File: config.mk
export PLATFORM = sky130hd
export DESIGN_NAME = uart_tx_buf
export DESIGN_NICKNAME = d
export VERILOG_FILES = /design/src/rtl/uart_pkg.sv /design/src/rtl/uart_tx_buf_sync_fifo.sv /design/src/rtl/uart_tx_buf.sv
export SDC_FILE = /design/constraint.sdc
export NUM_CORES = 1
export LEC_CHECK = 0
export CORE_ASPECT_RATIO = 2
export CORE_UTILIZATION = 45
export CTS_CLUSTER_SIZE = 12
export DETAILED_ROUTE_END_ITERATION = 8
export SLEW_MARGIN = 10
export SYNTH_ARGS = -nofsm -noshare
export SYNTH_HDL_FRONTEND = slang
export SYNTH_HIERARCHICAL = 1
export SYNTH_SLANG_ARGS = --single-unit
File: constraint.sdc
create_clock -name sclk -period 4.4 [get_ports sclk]
set_input_delay 1.32 -clock sclk [delete_from_list [all_inputs] [get_ports sclk]]
set_output_delay 1.32 -clock sclk [all_outputs]
set_load 0.02 [all_outputs]
File: src/rtl/uart_pkg.sv
// uart_pkg: shared UART timing constants and transmit FSM state type.
// Defining SIM shortens the bit period so frames are short in simulation.
package uart_pkg;
`ifdef SIM
    localparam int BAUD_END = 56;
`else
    localparam int BAUD_END = 5207;
`endif
    localparam int FRAME_BITS = 10;

    typedef enum logic [1:0] {
        IDLE = 2'd0,
        LOAD = 2'd1,
        WAIT = 2'd2
    } tx_state_t;

    function automatic int frame_cycles(input int baud_end);
        return FRAME_BITS * (baud_end + 1);
    endfunction
endpackage

File: src/rtl/uart_tx_buf_sync_fifo.sv
// sync_fifo: single-clock FIFO with occupancy count; shared by the TX and future RX buffers.
// Writes while full and reads while empty are ignored.
module sync_fifo #(
    parameter int DEPTH = 16,
    parameter int AW    = 4,
    parameter int W     = 8
) (
    input  logic         i_clk,
    input  logic         i_rst_n,
    input  logic         i_wr,
    input  logic         i_rd,
    input  logic [W-1:0] i_wdata,
    output logic [W-1:0] o_rdata,
    output logic         o_full,
    output logic         o_empty,
    output logic [AW:0]  o_level
);
    localparam logic [AW:0] L_ONE = 1;
    localparam logic [AW:0] L_MAX = (AW+1)'(DEPTH);

    logic [W-1:0]  r_mem [DEPTH];
    logic [AW-1:0] r_wp;
    logic [AW-1:0] r_rp;
    logic [AW:0]   r_level;
    logic          w_wr;
    logic          w_rd;

    assign o_full  = (r_level == L_MAX);
    assign o_empty = (r_level == '0);
    assign o_level = r_level;
    assign o_rdata = r_mem[r_rp];
    // A full FIFO drops the write even when a read frees a slot on the same edge.
    assign w_wr    = i_wr && !o_full;
    assign w_rd    = i_rd && !o_empty;

    always_ff @(posedge i_clk)
        if (w_wr) r_mem[r_wp] <= i_wdata;

    always_ff @(posedge i_clk or negedge i_rst_n)
        if (!i_rst_n) begin
            r_wp    <= '0;
            r_rp    <= '0;
            r_level <= '0;
        end else begin
            r_wp    <= w_wr ? r_wp + AW'(1) : r_wp;
            r_rp    <= w_rd ? r_rp + AW'(1) : r_rp;
            r_level <= (w_wr && !w_rd) ? r_level + L_ONE :
                       (w_rd && !w_wr) ? r_level - L_ONE : r_level;
        end
endmodule

File: src/rtl/uart_tx_buf.sv
// uart_tx_buf: buffers bytes and paces them one frame apart into a busy-less UART transmitter.
// Define UART_TXBUF_OVF_EN to add a sticky overflow flag (ovf_err) with clear input (ovf_clr).
module uart_tx_buf #(
    parameter int DEPTH    = 16,
    parameter int AW       = 4,
    parameter int BAUD_END = uart_pkg::BAUD_END
) (
    input  logic        sclk,
    input  logic        s_rst_n,
`ifdef UART_TXBUF_OVF_EN
    input  logic        ovf_clr,
    output logic        ovf_err,
`endif
    input  logic        wr_en,
    input  logic [7:0]  wr_data,
    output logic        full,
    output logic        empty,
    output logic [AW:0] level,
    output logic        tx_trig,
    output logic [7:0]  uart_tx,
    output logic        tx_busy
);
    import uart_pkg::*;

    localparam int            FRAME_CYC = frame_cycles(BAUD_END);
    localparam int            CW        = $clog2(FRAME_CYC);
    localparam logic [CW-1:0] CNT_LOAD  = CW'(FRAME_CYC - 1);

    tx_state_t     r_state;
    logic [CW-1:0] r_cnt;
    logic          r_tx_trig;
    logic [7:0]    r_uart_tx;
    logic          w_full;
    logic          w_empty;
    logic          w_pop;
    logic [7:0]    w_head;

    assign w_pop   = (r_state == IDLE) && !w_empty;
    assign full    = w_full;
    assign empty   = w_empty;
    assign tx_trig = r_tx_trig;
    assign uart_tx = r_uart_tx;
    assign tx_busy = (r_state != IDLE);

    sync_fifo #(.DEPTH(DEPTH), .AW(AW), .W(8)) u_fifo (
        .i_clk   (sclk),
        .i_rst_n (s_rst_n),
        .i_wr    (wr_en),
        .i_rd    (w_pop),
        .i_wdata (wr_data),
        .o_rdata (w_head),
        .o_full  (w_full),
        .o_empty (w_empty),
        .o_level (level)
    );

    // LOAD and the IDLE pop cycle add two cycles on top of the frame, giving the pulse spacing.
    always_ff @(posedge sclk or negedge s_rst_n)
        if (!s_rst_n) begin
            r_state   <= IDLE;
            r_cnt     <= '0;
            r_tx_trig <= 1'b0;
            r_uart_tx <= 8'h00;
        end else begin
            r_tx_trig <= w_pop;
            r_uart_tx <= w_pop ? w_head : r_uart_tx;
            case (r_state)
                IDLE: r_state <= w_pop ? LOAD : IDLE;
                LOAD: begin
                    r_cnt   <= CNT_LOAD;
                    r_state <= WAIT;
                end
                WAIT: begin
                    r_cnt   <= (r_cnt == '0) ? r_cnt : r_cnt - CW'(1);
                    r_state <= (r_cnt == '0) ? IDLE : WAIT;
                end
                default: r_state <= IDLE;
            endcase
        end

`ifdef UART_TXBUF_OVF_EN
    logic r_ovf;

    always_ff @(posedge sclk or negedge s_rst_n)
        if (!s_rst_n) r_ovf <= 1'b0;
        else          r_ovf <= ovf_clr ? 1'b0 : (wr_en && w_full) ? 1'b1 : r_ovf;

    assign ovf_err = r_ovf;
`endif
endmodule

# [Word level (Yosys, flattened, before mapping)]
# Memories as Yosys holds them, arrays and structs flattened. A register that Yosys moved wholly into a read port is not among the register bits.
# Index checks and enable logic that the tools add are counted.
[totals] ff_bits=32 ram_bits=128 input_bits=11 output_inout_bits=17 wordCells=42 memories=1
[memory_table] name="u_fifo.r_mem" depth=16 word_bits=8 read_ports=1 rd_ports_with_merged_regs=1 write_ports=1 line="uart_tx_buf_sync_fifo.sv:21" rtl="logic [W-1:0] r_mem [DEPTH];"
[classes] n_addsub=5 eq_ne=4 n_mux=9 reduce_logical=17
[op_table] operator="$pmux W16 S2" count=1
[op_table] operator="$logic_not A16 Y1" count=1
[op_table] operator="$mux W16" count=1
[op_table] operator="$sub A16 B1 Y16 const B" count=1
[op_table] operator="$mux W5" count=2
[op_table] operator="$add A4 B1 Y4 const B" count=2
[op_table] operator="$pmux W2 S3" count=1
[op_table] operator="$reduce_bool A2 Y1" count=3
[op_table] operator="$add A5 B1 Y5 const B" count=1
[op_table] operator="$eq A5 B5 Y1 const B" count=1
[op_table] operator="$logic_and A1 B1 Y1" count=5
[op_table] operator="$logic_not A1 Y1" count=5
[op_table] operator="$logic_not A5 Y1" count=1
[op_table] operator="$sub A5 B1 Y5 const B" count=1
[op_table] operator="$mux W1" count=3
[op_table] operator="$eq A2 B1 Y1 const B" count=1
[op_table] operator="$eq A2 B2 Y1 const B" count=1
[op_table] operator="$logic_not A2 Y1" count=1
[op_table] operator="$mux W2" count=1
[op_table] operator="$ne A2 B2 Y1 const B" count=1
[op_table] operator="$reduce_and A2 Y1" count=1

# [Longest topological paths before layout]
[depth] depth_word=7 mapped_depth=12 ltp_nobuf=12

# [Hierarchy]
# Netlist, hierarchy kept.
[modules_own_cells] mod="sync_fifo" instances=1 cells_each=322 area_each_um2=5774.3
[modules_own_cells] mod="uart_tx_buf" instances=1 cells_each=128 area_each_um2=1372.6

# [Worst setup path before layout]
# No wires, ideal clock.
[synth_path] path_type="flip-flop to flip-flop" from="register u_fifo.r_level[0] (netlist: u_fifo/o_level[0])" to="register u_fifo.r_level[4] (netlist: u_fifo/o_level[4])" setup_time_ns=0.133 arrival_time_ns=3.134 slack_ns=1.133 stages_incl_launch_ff=13 n_path_buf=0 period_less_slack_ns=3.267 path_cell_list="dfrtp_1 -> or4_1 -> nor2_1 -> nor2_2 -> o21a_1 -> inv_2 -> ha_1 -> inv_1 -> fa_1 -> a21o_1 -> a21oi_1 -> mux2i_1 -> xnor2_1"
[synth_via] elab_chain_cells=7 elab_cells_between_ends=16
[synth_lines] item="from (decl)" line="uart_tx_buf_sync_fifo.sv:24" rtl="logic [AW:0] r_level;"
[synth_lines] item="from (signal assigned)" line="uart_tx_buf_sync_fifo.sv:47" rtl="r_level <= (w_wr && !w_rd) ? r_level + L_ONE :"
[synth_lines] item="$logic_not A5 Y1 *" line="uart_tx_buf_sync_fifo.sv:29" rtl="assign o_empty = (r_level == '0);"
[synth_lines] item="via empty" line="uart_tx_buf.sv:17" rtl="output logic empty,"
[synth_lines] item="$logic_not A1 Y1 *" line="uart_tx_buf.sv:38" rtl="assign w_pop = (r_state == IDLE) && !w_empty;"
[synth_lines] item="$logic_and A1 B1 Y1 *" line="uart_tx_buf.sv:38"
[synth_lines] item="via w_pop" line="uart_tx_buf.sv:35" rtl="logic w_pop;"
[synth_lines] item="$logic_and A1 B1 Y1 *" line="uart_tx_buf_sync_fifo.sv:34" rtl="assign w_rd = i_rd && !o_empty;"
[synth_lines] item="$logic_not A1 Y1" line="uart_tx_buf_sync_fifo.sv:47"
[synth_lines] item="$logic_and A1 B1 Y1" line="uart_tx_buf_sync_fifo.sv:47"
[synth_lines] item="$mux W5 or $reduce_bool A2 Y1 (tied branches)"
# Mark *: on every way through the listed nets, which the timed path passes. The rest lies on a longest branch. The select of a mux whose other input is x is not followed.
# A chain may end at the register's enable or synchronous reset.

# [Worst setup path after layout]
[layout_path] from="register u_fifo.r_level[0] (netlist: u_fifo/o_level[0])" to="output port empty"
[layout_via] elab_chain_cells=1
[layout_lines] item="$logic_not A5 Y1" line="uart_tx_buf_sync_fifo.sv:29"
[layout_lines] item="to (decl)" line="uart_tx_buf.sv:17"
# Every way passes these cells.

==> metrics.md <==
| Metric | Value |
|---|---|
| Outcome | finished clean |
| Min-delay src | uart_tx[6]$_DFFE_PN0P_ |
| Asr flop ratio synth | 23.4% |
| Post-synth top area share | between 50% and 60% |
| Leakage | 2.91 nW |
| Flops & latches, synth | 167 |
| NumNets Final | roughly 500 |
| Clock buffer count from CTS | 17 |
| Mean Syn Cell Area | between 15 and 20 um2 |
| CTS max path bufs | 2 |
| Reg-to-reg startpoint | r_state[1]$_DFF_PN0_ |
| Postcts setup bufs | 0 |
| Worst Path Required | 3.08 ns |
| Reg clk slew, reported paths | around 0.060 ns |
| Most frequent cells in the layout | edfxtp_1, dfrtp_1, mux2i_1, nand2_1, clkdlybuf4s50_1 |
| Final Max Tran Viols | 0 |
| M3 GR Usage | under 10% |
| Storage element area | a little under 5000 um2 |
| Clock sinks | 167 |
| Post-layout min period | 3.59 ns |
| Net Count, Synth | approximately 470 |
| Gr ovfl total | 0 |
| Post-synthesis cell type count | 57 |
| Total track usage | 19.7% |
| GR Util met1 | 20.5% |
| Fin. Hold Viols | 0 |
| Critical path's largest stage delay | about 0.63 ns |
| Layout cells sized above 1 | approximately 17% |
| Cells after synthesis | between 400 and 500 |
| Final ANT Viol Nets | 0 |
| Worst Hold Path Cells | 1 |
| Fillers | 1,304 |
| Synth warn | 6 |
| Worst-path maximum fanout | 6 |
| CP cell instances | or4_1 > nor2_1 > clkdlybuf4s50_1 |
| Die width | 91.1 um |
| Via count | 3,875 |
| Sequential area share after synthesis | just under 70% |
| Util after Layout | 53.7% |
| CP max stage cell | clkdlybuf4s50_1 |
| Gr busiest metal | met2 |
| Commonest non-fill, non-tap cell in the layout | edfxtp_1 |
| Crit path kind | flop to primary output |
| Min-Delay Endpoint | uart_tx[6]$_DFFE_PN0P_ |
| Hold Crit Class | flop to flop |
| Worst VDD drop | 0.307 mV |
| Worst-Margin Slew | 0.896 ns |
| Setup WS pre-CTS | between 0.6 and 0.7 ns |
| CTS tree | built |
| N_diodes | 0 |
| Core area | between 15,000 and 20,000 um2 |
| Worst Reg-to-Reg Cells | 11 |
| Initial Util | between 40 and 50% |
| Routability cong. | around 0.83 |
| DR DRC count | 0 |
| Vias in the first global route | approximately 4,100 |
| Total power draw | ~0.0057 W |
| First-pass GRT wire length | ~24,000 um |
| Num rows | 64 |
| Grt met2 use | between 30% and 40% |
| Peak Freq | between 200 and 300 MHz |
| PortBufs | 27 |
| Final critical-path setup slack | approximately 0.81 ns |
| Hold-fix buffer count after cts | 0 |
| Multi-input combinational cell area | between 2000 and 2500 um2 |
| Area growth syn-to-layout | 15.5% |
| Synth area leader | edfxtp_1 |
| Relative slew slack | a little over 40% |
| RSZ-0062 raised after global routing | false |
| Setup TNS Final | 0 ns |
| # setup viols final | 0 |
| Antenna violations before repair | 0 |
| Post-synth top flop | edfxtp_1 |
| Cell Pwr Density | 687 nW/um2 |
| Wire per inst | approximately 21 um |
| Largest net degree at the start of global routing | 52 |
| Vias per inst | between 5 and 6 |
| Startpoint types | flop |
| Clock latency on the worst-skew pair | ~0.42 ns |
| Post-synth EDFFs | between 100 and 150 |
| Total Routed Length | approximately 15,000 um |
| Pre-antenna DRT Iters | 4 |
| # Max-Cap Violations | 0 |
| Top cells by area, synth | edfxtp_1, dfrtp_1, mux4_2 |
| Critical path arrival | approximately 2.3 ns |
| Crit. End Element | primary output |
| Clock Skew | 0.00765 ns |
| Mapped cell area | between 7000 and 8000 um2 |
| Die Y | approximately 180 um |
| Final period utilization | about four fifths |
| DP Wirelength | between 10,000 and 15,000 um |
| Die area | 16,400 um2 |
| I/O Pins | 28 |
| 1st-iter DRT viols | approximately 230 |
| FF-to-FF End | u_fifo/o_level[4]$_DFFE_PN0P_ |
| Clk root buf | clkbuf_16 |
| Post-CTS sizing | 0 |
| FF-to-FF setup slack | about 1.2 ns |
| Htree depth | 4 |
cell usage after synthesis, types with 3 or more instances:
cell	number
clkbuf_1	8
nor3_1	6
buf_6	8
mux2_2	9
a211oi_1	3
mux4_2	16
or3_1	3
and3_1	4
nand4_1	4
dfrtp_1	39
nand2_1	31
nand2b_1	6
buf_4	3
ha_1	11
mux2i_1	33
o21ai_0	12
nand3_1	5
a221oi_1	15
inv_1	7
nor4_1	6
xnor2_1	14
a21oi_1	4
edfxtp_1	128
nor2_1	23
a22oi_1	9
o211ai_1	3
routing by layer:
| metal | vias up | part of all wire (%) |
|---|---|---|
| met4 | 0 | 3.5 |
| met5 | - | 0 |
| met2 | 88 | 57 |
| met1 | 1945 | 36 |
| li1 | 1815 | - |
| met3 | 27 | 2.8 |
flip-flops by register name, summed over array words and instances, names as in the netlist:
register,cells
u_fifo/o_level,5
uart_tx,8
u_fifo/r_mem,128
r_cnt,16
u_fifo/r_wp,4
u_fifo/r_rp,4
r_state,2
area by class of cell:
| cell class | count | area share [%] |
|---|---|---|
| clock inverters | 15 | 3.17 |
| multi-input cells | 253 | 25.9 |
| repair buffers | 34 | 4.00 |
| clock buffers | 17 | 5.15 |
| well taps | 198 | 3.00 |
| inverters | 8 | 0.364 |
| flip-flops and latches | 167 | 58.4 |
cell families after synthesis:
logic type / after synthesis / share of synthesized area, %
buf+inv: 30 / 2.61
xor+xnor: 15 / 1.84
mux: 58 / 11.1
flops: 167 / 67.4
fa+ha+maj: 12 / 2.21
simple gates: 106 / 8.14
compound gates: 62 / 6.69
through the flow:
| step | instances | hold slack [ns] | instance area [um2] |
|---|---|---|---|
| CTS | 692 | 0.515 | 8260 |
| floorplan | 450 | 0.482 | 7150 |
| detailed placement | 660 | 0.499 | 7570 |
| finish | 692 | 0.507 | 8260 |
| global placement | 660 | 0.494 | 7570 |
| global route | 692 | 0.533 | 8260 |
report_power, final:
group | switching (W) | internal, W | leakage [nW]
Clock | 0.000629 | 0.00108 | 0.336
Combinational | 0.00100 | 0.000793 | 0.976
Sequential | 0.000215 | 0.00195 | 1.60
worst max-delay path, delay by kind of cell, from the launching register on:
family / cells / cell delay (ns)
buffers and inverters: 1 / 0.63
DFF: 1 / 0.46
and+or+nand+nor: 2 / 0.75
worst max-delay path by stage:
| stage | startpoint | cells after the start | end |
|---|---|---|---|
| after floorplan | u_fifo/o_level[0]$_DFFE_PN0P_ | 12 | u_fifo/o_level[4]$_DFFE_PN0P_ |
| after global placement | wr_en | 9 | u_fifo/o_level[4]$_DFFE_PN0P_ |
| after detailed placement | wr_en | 9 | u_fifo/o_level[4]$_DFFE_PN0P_ |
| after CTS | u_fifo/o_level[0]$_DFFE_PN0P_ | 3 | empty |
| after global routing | u_fifo/o_level[0]$_DFFE_PN0P_ | 3 | empty |
| final | u_fifo/o_level[0]$_DFFE_PN0P_ | 3 | empty |
No activity file was read; power rests on OpenSTA's default activity.
